===== config.mk =====
export PLATFORM = sky130hd
export DESIGN_NAME = game_restart_ctrl
export DESIGN_NICKNAME = d
export VERILOG_FILES = /design/src/rtl/game_restart_ctrl.sv
export SDC_FILE = /design/constraint.sdc
export NUM_CORES = 1
export LEC_CHECK = 0
export CAP_MARGIN = 40
export CORE_MARGIN = 2
export CORE_UTILIZATION = 60
export CTS_CLUSTER_SIZE = 30
export DETAILED_ROUTE_END_ITERATION = 7
export PLACE_DENSITY = 0.84
export SLEW_MARGIN = 0
export SYNTH_ARGS = -nofsm -noshare
export SYNTH_HDL_FRONTEND = slang
export SYNTH_SLANG_ARGS = --single-unit

===== constraint.sdc =====
create_clock -name pclk -period 4.8 [get_ports pclk]
set_input_delay 1.44 -clock pclk [delete_from_list [all_inputs] [get_ports pclk]]
set_output_delay 1.44 -clock pclk [all_outputs]
set_load 0.1 [all_outputs]

===== src/rtl/game_restart_ctrl.sv =====
// game_restart_ctrl: clears the 9-cell board on a frame boundary after reset
// or after a debounced restart press, then pulses game_start. Rev 1.0
`default_nettype none

module game_restart_ctrl #(
  parameter int DEBOUNCE_CYCLES = 65000,
  parameter int CELLS           = 9,
  parameter int ADDR_W          = 4
) (
  input  logic              pclk,
  input  logic              rst_n,
  input  logic              btn_restart,
  input  logic              vsync,
  output logic              clr_we,
  output logic [ADDR_W-1:0] clr_addr,
  output logic              busy,
  output logic              game_start,
  output logic              first_player
);

  typedef enum logic [1:0] {
    WAIT_FRAME = 2'd0,
    CLEAR      = 2'd1,
    START      = 2'd2,
    RUN        = 2'd3
  } state_t;

  localparam logic [15:0]       DB_LAST   = 16'(DEBOUNCE_CYCLES - 1);
  localparam logic [ADDR_W-1:0] LAST_CELL = ADDR_W'(CELLS - 1);
  localparam logic [ADDR_W-1:0] ADDR_ONE  = ADDR_W'(1);

  logic              sync1_q, sync2_q;
  logic              stable_q, stable_d;
  logic              press_q, press_d;
  logic [15:0]       cnt_q, cnt_d;
  logic              vs_prev_q;
  logic              frame_tick;
  state_t            state_q, state_d;
  logic              clr_we_q, clr_we_d;
  logic [ADDR_W-1:0] clr_addr_q, clr_addr_d;
  logic              busy_q, busy_d;
  logic              game_start_q, game_start_d;
  logic              first_player_q, first_player_d;

  // A level must differ from the accepted one for DEBOUNCE_CYCLES straight cycles.
  always_comb begin
    cnt_d    = '0;
    stable_d = stable_q;
    press_d  = 1'b0;
    if (sync2_q != stable_q) begin
      if (cnt_q == DB_LAST) begin
        stable_d = sync2_q;
        press_d  = sync2_q;
      end else begin
        cnt_d = cnt_q + 16'd1;
      end
    end
  end

  assign frame_tick = vsync & ~vs_prev_q;

  always_comb begin
    state_d        = state_q;
    clr_we_d       = 1'b0;
    clr_addr_d     = '0;
    busy_d         = 1'b1;
    game_start_d   = 1'b0;
    first_player_d = first_player_q;
    unique case (state_q)
      WAIT_FRAME: begin
        if (frame_tick) begin
          state_d  = CLEAR;
          clr_we_d = 1'b1;
        end
      end
      CLEAR: begin
        if (clr_addr_q == LAST_CELL) begin
          state_d      = START;
          game_start_d = 1'b1;
        end else begin
          clr_we_d   = 1'b1;
          clr_addr_d = clr_addr_q + ADDR_ONE;
        end
      end
      START: begin
        state_d = RUN;
        busy_d  = 1'b0;
      end
      RUN: begin
        busy_d = 1'b0;
        if (press_q) begin
          state_d        = WAIT_FRAME;
          busy_d         = 1'b1;
          first_player_d = ~first_player_q;
        end
      end
      default: state_d = WAIT_FRAME;
    endcase
  end

  always_ff @(posedge pclk or negedge rst_n) begin
    if (!rst_n) begin
      sync1_q        <= 1'b0;
      sync2_q        <= 1'b0;
      stable_q       <= 1'b0;
      press_q        <= 1'b0;
      cnt_q          <= '0;
      vs_prev_q      <= 1'b1;
      state_q        <= WAIT_FRAME;
      clr_we_q       <= 1'b0;
      clr_addr_q     <= '0;
      busy_q         <= 1'b1;
      game_start_q   <= 1'b0;
      first_player_q <= 1'b0;
    end else begin
      sync1_q        <= btn_restart;
      sync2_q        <= sync1_q;
      stable_q       <= stable_d;
      press_q        <= press_d;
      cnt_q          <= cnt_d;
      vs_prev_q      <= vsync;
      state_q        <= state_d;
      clr_we_q       <= clr_we_d;
      clr_addr_q     <= clr_addr_d;
      busy_q         <= busy_d;
      game_start_q   <= game_start_d;
      first_player_q <= first_player_d;
    end
  end

  assign clr_we       = clr_we_q;
  assign clr_addr     = clr_addr_q;
  assign busy         = busy_q;
  assign game_start   = game_start_q;
  assign first_player = first_player_q;

endmodule

`default_nettype wire

* Yosys cells after proc, flatten, opt, wreduce, memory -nomap -nowiden
Cells that the tools add are included.
Storage, ports and cells: register bits 31, bits in latches 0, RAM bits 0, memory bits (read-only) 0, bits of input ports 4, output and inout bits 8, memories 0
Operators by class: add/subtract/negate cells 2, multiply operators 0, divide/modulo/power cells 0, magnitude comparators 0, equality and inequality tests 9, shifts and indexed selects 0, mux-type cells 17, bitwise logic cells 3, reduce and logical (&&, ||, !) cells 4
Operators by type and width (number):
- 16-bit 2-to-1 mux | 2
- 16-bit by 1-bit adder with 16-bit output (second input constant) | 1
- 16-bit equality test (second input constant) | 1
- 4-bit 2-to-1 mux | 2
- 2-bit one-hot mux with 4 select lines | 1
- 1-bit 2-to-1 mux | 7
- 2-bit 2-to-1 mux | 3
- 2-bit inequality test (second input constant) | 3
- 4-bit by 1-bit adder with 4-bit output (second input constant) | 1
- 2-bit equality test (second input constant) | 2
- 4-bit equality test (second input constant) | 1
- 1-bit one-hot mux with 2 select lines | 2
- 2-bit AND reduction | 2
- 3-bit AND reduction | 1
- 2-bit by 1-bit equality test with 1-bit output (second input constant) | 1
- 2-bit logical NOT | 1
- 1-bit NOT | 2
- 1-bit AND | 1
- 1-bit inequality test | 1

* Logic depth before layout (Yosys ltp)
Gate-level depths: netlist of run 1.
depth after elaboration 4, gate-level depth with buffers 6

* Least setup slack after synthesis of run 1
Ideal clock, no wire load.
path type register to output, start reg clr_addr_q[2] (netlist: clr_addr[2]), end out clr_addr[2], data arrival time 0.952 ns, required time 3.360 ns, setup slack 2.408 ns, cell stages (with the launch flop) 1, cell sequence dfrtp_1
RTL lines:
- from (decl) | RTL line 40 | logic [ADDR_W-1:0] clr_addr_q, clr_addr_d;
- from (signal assigned) | RTL line 124 | clr_addr_q <= clr_addr_d;
- to (decl) | RTL line 15 | output logic [ADDR_W-1:0] clr_addr,
No word-level cell between the ends.

* Worst setup path in the final report of run 1
start reg busy_q (netlist: busy), end out busy
RTL lines:
- from (decl) | RTL line 41 | logic busy_q, busy_d;
- from (signal assigned) | RTL line 125 | busy_q <= busy_d;
- to (decl) | RTL line 16 | output logic busy,
No word-level cell between the ends.

==> results of run 1 <==
-- through the flow --
step | setup WS, ns | util
2_1_floorplan | 2.41 | -
3_3_place_gp | 1.75 | 0.705
3_5_place_dp | 1.98 | 0.759
4_1_cts | 1.78 | 0.781
5_1_grt | 1.76 | 0.781
6_report | 1.81 | 0.781
-- per-layer routing --
layer / track usage / vias to the layer above / share of wire / wire, µm
met1: 0.279 / 479 / 0.40 / 1050
met4: 0.128 / 0 / 0.031 / 82
li1: - / 484 / - / -
met3: 0.0943 / 10 / 0.047 / 122
met2: 0.400 / 33 / 0.52 / 1370
met5: 0 / - / 0 / 0
-- worst min path at each step --
stage / start / end / cells after the start
after CTS: sync1_q / sync2_q / 0
after floorplan: sync1_q / sync2_q / 0
after detailed placement: sync1_q / sync2_q / 0
final: sync1_q / sync2_q / 0
after global placement: sync1_q / sync2_q / 0
after global routing: sync1_q / sync2_q / 0
-- worst max-delay path, cell delays in order, from the launching register on --
cell             delay, ns
dfstp_2               0.52
clkdlybuf4s50_1       0.50
buf_8                 0.20
-- power breakdown --
group          total (mW)  internal, mW  switching (mW)
Clock               0.140        0.0583          0.0814
Combinational      0.0145       0.00521         0.00929
Sequential          0.268         0.265         0.00305
Total               0.422         0.328          0.0938
-- placed cells by master (no fill, tap or decap), types with 2 or more instances in the layout --
cell              n
nand4_1           3
nand2_1           7
dfstp_2           2
and3_1            2
ha_1              8
nor3_1            3
clkbuf_4          5
nor3b_1           2
nor4_1            3
clkbuf_1          3
nand3_1           5
xor2_1            4
nor2_1           21
buf_8             8
clkdlybuf4s50_1  11
xnor2_1          13
dfrtp_1          29
o21ai_0           4
inv_1             7
-- cell type report --
class / instances / area, µm²
Timing Repair Buffer: 20 / 238
Multi-Input combinational cell: 90 / 618
Sequential cell: 31 / 778
Fill cell: 155 / 489
Inverter: 7 / 26.3
Clock buffer: 8 / 48.8
Tap cell: 28 / 35.0
-- cell families after synthesis --
family          synth area share
compound gates            0.0201
xor+xnor                   0.104
fa+ha+maj                 0.0700
buf+inv                   0.0236
flops                      0.544
mux                       0.0227
simple gates               0.215
==> impl_results.md, run 1 <==
- Number of max-cap violations: 0
- Setup Buffers After CTS: 0
- Initial Utilization: 0.640
- CP Capture Type: output pin
- Outcome: completed
- Crit path kind: register to output pin
- CTS Buffer Depth: 2
- Post-synth ARST share: 1.00
- Placed Cells: about 180
- Seq/Total Area, Yosys: 0.544
- Clock Latency Late Sink: between 0.3 and 0.4 ns
- RD Place Congestion: approximately 0.8
- Tcrit/Tclk final: 0.623
- Largest net degree at the start of global routing: 32
- Slew @ Worst Pin: ~0.5 ns
- Post-Route WL: between 2000 and 3000 µm
- ANT cells: 0
- TritonRoute pass-1 iters: 4
- Gate Count Post-Synth: 129
- First-pass GRT wire length: 4600 µm
- Core area: roughly 2200 µm²
- Post-DP HPWL: 1910 µm
- Post-route minimum period: roughly 3 ns
- Cts hold-fix bufs: 0
- Final setup violation count: 0
- Fin Clk Skew: about 0.0095 ns
- Routed len/inst: 14.2 µm
- Vias: 1006
- VDD IR max: between 0.2 and 0.25 mV
- Worst R2R Path Depth: 6
- Crit path from: busy
- Synth area leader: dfrtp_1
- Initial antenna violation count: 0
- RR Startpoint: clr_addr[0]
- WP data required: 3.36 ns
- Synthesis-to-finish area growth: 22.0%
- Row cnt: 17
- Leakage: 0.765 nW
- DIE WIDTH: around 53 µm
- DRT iter0 DRCs: 12
- Vias in the first global route: just over 1000
- Yosys Warn Count: 0
- Die area: between 2000 and 3000 µm²
- Die Height: ~53 µm
- Max Clk Rate: about 330 MHz
- Share of cells above drive strength 1: 0.147
- Ports: 12
- Clk pin slew, worst setup/hold paths: 0.09 ns
- WP data arrival: approximately 1.6 ns
- Rel. slew slack: 0.664
- Tot GR Track Use: 0.246
- Post-synthesis cell type count: 31
- DP Area: 1700 µm²
- H-tree level count: 2
- Synthesis-stage register bit count: 31
- Power per cell area: around 240 nW/µm²
- Mapped Avg Cell Area: roughly 11 µm²
- CP max FO: 1
- Post-cts sizing count: 0
- CTS Root Cell: clkbuf_4
- Worst reg2reg endpoint: state_q[1]
- RSZ-0062 raised after global routing: no
- Syn_nets: 141
- Number of flip-flops in the largest register: 16
- Worst R2R Setup Slack: approximately 2.9 ns
- TritonCTS clock tree: done
- Gr ovfl total: 0
- Number of port buffers: 11
- Total power: 422 µW
- Design area: between 1500 and 2000 µm²
- Vias per cell: approximately 5.5
- Hold Slack: roughly 0.4 ns
- Fin cells: 184
- Final hold vios: 0
- Fin Setup TNS: 0 ns
- Post-synth top area share: 0.507
- Max Transition Viols Final: 0
- DRC viols: 0
- Worst Hold Class: register to register
- Startpoint Class: register
- Synth cell count leaders: dfrtp_1, nor2_1, xnor2_1
- Top reg by flops: cnt_q
- Post-route ant nets: 0
- Most common cell in the synthesized netlist: dfrtp_1
- Clk sinks: 31
- Synth area leaders: dfrtp_1, xnor2_1, ha_1
- EDFF count, synth: 0
- Synth Cell Area: 1430 µm²
- Final net count: around 170
- CTS Buf Count: 5
- Worst setup endpoint: busy
- Main synth FF type: dfrtp_1
Power figures use the tool's default switching activity.
==> run 2, diff against run 1 <==
- CORE_UTILIZATION: 60 -> 56
- PLACE_DENSITY: 0.84 -> 0.79
- clock period: 4.8 -> 2.85 ns (I/O delays scaled with it)
==> impl_results.md, run 2 (synthesis gave the netlist of run 1 again) <==
- Pint: 662 µW
- CP delay by family, top: flip-flops
- Number of max-cap violations: 0
- Power per cell area: about 500 nW/µm²
- Worst Hold Class: register to register
- Crit path max-delay cell type: dfstp_2
- Crit path kind: register to output pin
- Final hold vios: 0
- Post-route minimum period: roughly 2 ns
- Gr ovfl total: 0
- Commonest non-fill, non-tap cell in the layout: dfrtp_1
- Largest net degree at the start of global routing: 32
- Outcome: completed
- Fin Setup TNS: 0 ns
- ANT cells: 0
- CP max FO: 1
- Initial antenna violation count: 0
- RD Place Congestion: about 0.75
- Gate power share: 0.029
- Buffers & Inverters on Critical Path: 1
- WP data required: ~2.0 ns
- Clk sinks: 31
- Number of port buffers: 11
- Fillers: approximately 200
- DRT iter0 DRCs: 28
- Clk pin slew, worst setup/hold paths: approximately 0.10 ns
- Setup Buffers After CTS: 0
- Max Clk Rate: 500 MHz
- Vias in the first global route: about 1000
- First-pass GRT wire length: between 4000 and 5000 µm
- Rel. slew slack: 0.660
- Number of flip-flops in the largest register: 16
- DIE WIDTH: 54.5 µm
- Post-cts sizing count: 0
- Post-route ant nets: 0
- Worst R2R Setup Slack: between 0.9 and 1 ns
- Startpoint Class: register
- Vias per cell: between 5 and 6
- CTS Buf Count: 5
- DRC viols: 0
- Worst path max stage delay: around 0.53 ns
- Die area: 2970 µm²
- Final setup violation count: 0
- Die Height: 54.5 µm
- Clock network power share: 0.430
- TritonCTS clock tree: done
- CP Capture Type: output pin
- Leakage: 0.746 nW
- Routed len/inst: 14.0 µm
- VDD IR max: a little over 0.6 mV
- Cts hold-fix bufs: 0
- Initial Utilization: 0.583
- Vias: 967
- Post-DP HPWL: between 1500 and 2000 µm
- H-tree level count: 2
- CTS Buffer Depth: 2
- RSZ-0062 raised after global routing: no
- Commonest non-fill, non-tap cells in the layout: dfrtp_1, nor2_1, xnor2_1, buf_4, ha_1
- Top reg by flops: cnt_q
- Ports: 12
- CTS Root Cell: clkbuf_4
- Final net count: roughly 160
- Tcrit/Tclk final: 0.702
- Post-Route WL: 2500 µm
- Switch share: 0.207
- Cells along the critical path: buf_4
- Core area: about 2500 µm²
- Fin Clk Skew: between 0.01 and 0.015 ns
- Sw Pwr: between 150 and 200 µW
- Sequential share of power: 0.540
- WP data arrival: ~1.1 ns
- Tot GR Track Use: 0.214
- Share of cells above drive strength 1: 0.176
- Clock Latency Late Sink: 0.34 ns
- Max Transition Viols Final: 0
- Hold Slack: about 0.38 ns
- Slew @ Worst Pin: ~0.5 ns
- Row cnt: 18
- TritonRoute pass-1 iters: 4
- Synthesis-to-finish area growth: 15.0%
## run 2: area by class of cell
type,instances,area (µm²),share of cell area
clock buffer,6,51.3,0.0312
clock inverter,2,35.0,0.0213
inverter,7,26.3,0.0160
multi-input combinational,90,618,0.376
sequential,31,778,0.473
tap,30,37.5,0.0228
timing repair buffer,12,97.6,0.0594
## run 2: worst paths after layout
check / startpoint / end / cells after the start
setup reg to reg: clr_addr[0] / state_q[1] / 6
min in group asynchronous: rst_n / clr_we / 2
setup / recovery: busy / busy / 1
hold reg to reg: sync1_q / sync2_q / 0
max in group asynchronous: rst_n / vs_prev_q / 2
hold / removal: sync1_q / sync2_q / 0
## run 2: power groups by stage
stage / registers, mW / logic [mW] / clock network, mW
after floorplan: 0.458 / 0.00975 / 0
after global placement: 0.459 / 0.0242 / 0
after detailed placement: 0.459 / 0.0254 / 0
after CTS: 0.451 / 0.0253 / 0.371
after global routing: 0.451 / 0.0282 / 0.389
final: 0.451 / 0.0246 / 0.359
## run 2: per-layer routing
metal | share of wire | GRT usage | vias to the layer above
li1 | - | - | 466
met1 | 0.42 | 0.239 | 474
met2 | 0.51 | 0.361 | 21
met3 | 0.045 | 0.0820 | 6
met4 | 0.018 | 0.0958 | 0
met5 | 0 | 0 | -
## run 2: per-stage QoR
step | utilization | setup WS (ns) | instances | total power [mW] | instance area [µm²]
CTS | 0.670 | 0.837 | 178 | 0.847 | 1640
global placement | 0.635 | 0.676 | 170 | 0.483 | 1560
global route | 0.670 | 0.738 | 178 | 0.869 | 1640
floorplan | - | 0.678 | 129 | 0.468 | 1430
finish | 0.670 | 0.851 | 178 | 0.834 | 1640
detailed placement | 0.635 | 0.624 | 170 | 0.485 | 1560
==> run 3, diff against run 2 <==
- clock period: 2.85 -> 1.85 ns (I/O delays scaled with it)
==> impl_results.md, run 3 (synthesis gave the netlist of run 1 again) <==
- DIE WIDTH: ~55 µm
- Row cnt: 18
- Post-route minimum period: around 1.7 ns
- TritonCTS clock tree: done
- ANT cells: 0
- Post-route ant nets: 0
- Fin Clk Skew: 0.00634 ns
- Final setup violation count: 0
- Final hold vios: 0
- DRC viols: 0
- Tot GR Track Use: 0.204
- Setup Buffers After CTS: 0
- Vias: slightly below 1000
- WP data arrival: a little under 2 ns
- Synthesis-to-finish area growth: 22.5%
- Ports: 12
- Worst R2R Setup Slack: approximately 0.14 ns
- CP Capture Type: register
- First-pass GRT wire length: about 4100 µm
- Power per cell area: approximately 660 nW/µm²
- Rel. slew slack: 0.748
- VDD IR max: 0.591 mV
- Initial Utilization: 0.583
- Cts hold-fix bufs: 0
- CP max FO: 4
- Commonest non-fill, non-tap cell in the layout: dfrtp_1
- WP data required: ~2.1 ns
- RSZ-0062 raised after global routing: no
- Worst R2R Path Depth: 4
- H-tree level count: 2
- Core area: 2450 µm²
- Post-DP HPWL: between 1500 and 2000 µm
- Number of flip-flops in the largest register: 16
- Hold path depth: 0
- Largest net degree at the start of global routing: 32
- Tcrit/Tclk final: 0.924
- Vias in the first global route: between 800 and 900
- Worst Hold Class: register to register
- Gr ovfl total: 0
- Leakage: ~0.76 nW
- Number of port buffers: 11
- Hold Slack: between 0.3 and 0.4 ns
- Vias per cell: between 5 and 6
- Share of cells above drive strength 1: 0.205
- Routed len/inst: between 10 and 15 µm
- DRT iter0 DRCs: 11
- Clk sinks: 31
- Outcome: completed
- Number of max-cap violations: 0
- Max Clk Rate: 585 MHz
- Initial antenna violation count: 0
- RD Place Congestion: around 0.83
- Clock Latency Late Sink: ~0.33 ns
- Total power: ~1.1 mW
- Top reg by flops: cnt_q
- Design area: between 1500 and 2000 µm²
- CTS Buf Count: 5
- Commonest non-fill, non-tap cells in the layout: dfrtp_1, nor2_1, xnor2_1, ha_1, buf_12
- Crit path kind: register to register
- Clk pin slew, worst setup/hold paths: 0.09 ns
- Final net count: 162
- Slew @ Worst Pin: 0.378 ns
- Max Transition Viols Final: 0
- Startpoint Class: register
- CTS Buffer Depth: 2
- TritonRoute pass-1 iters: 4
- Die Height: approximately 55 µm
- DP Area: approximately 1700 µm²
- Util after Layout: 0.714
- Die area: 2970 µm²
- CTS Root Cell: clkbuf_4
- Post-Route WL: roughly 2400 µm
[run 3: cell types whose count changed in the layout (fill, tap and decap cells not counted), moves of 2 or more]
cell / previous run / this run
buf_12: 0 / 8
buf_4: 9 / 4
dfrtp_2: 0 / 2
dfrtp_1: 29 / 26
[run 3: area by class of cell]
| cell class | count | area (µm²) |
|---|---|---|
| clock inverters | 1 | 5.00 |
| well taps | 30 | 37.5 |
| clock buffers | 7 | 55.1 |
| fillers | 176 | 703 |
| inverters | 7 | 26.3 |
| repair buffers | 15 | 220 |
| flip-flops and latches | 31 | 785 |
| multi-input cells | 90 | 623 |
[run 3: what timing repair did]
item / CTS / global route
hold endpoints to repair: 0 / 0
gates resized for setup: 0 / 1
endpoints found under the setup margin: 0 / 14
[run 3: path summary, 6_finish.rpt]
check / startpoint / endpoint
max in group asynchronous: rst_n / busy
min in group asynchronous: rst_n / clr_we
max: cnt_q[0] / stable_q
min reg2reg: sync1_q / sync2_q
min: sync1_q / sync2_q
max reg2reg: cnt_q[0] / stable_q
[run 3: critical path: stages, from the launching register on]
cell and delay (ns):
dfrtp_1 0.39, ha_1 0.19, nand3_1 0.10, or4_4 0.59
mux2_1 0.33
[run 3: layer usage]
metal  GRT usage  vias up  share of wire
met5           0        -              0
li1            -      472              -
met2       0.317       12           0.49
met4      0.0875        0          0.020
met1       0.251      473           0.45
met3      0.0820        5          0.040
[run 3: per-stage QoR]
| step | setup TNS (ns) | cells | setup slack [ns] |
|---|---|---|---|
| finish | 0 | 181 | 0.141 |
| CTS | 0 | 181 | 0.0984 |
| global route | 0 | 181 | 0.0504 |
| detailed placement | -0.0354 | 173 | -0.0354 |
| floorplan | 0 | 129 | 0.00706 |
| global placement | 0 | 173 | 0.00358 |
[run 3: power by group]
| part | leakage, nW | switching [mW] | internal (mW) |
|---|---|---|---|
| Combinational | 0.326 | 0.0252 | 0.0162 |
| Sequential | 0.403 | 0.00693 | 0.687 |
| Clock | 0.0353 | 0.229 | 0.184 |
| Total | 0.765 | 0.262 | 0.887 |
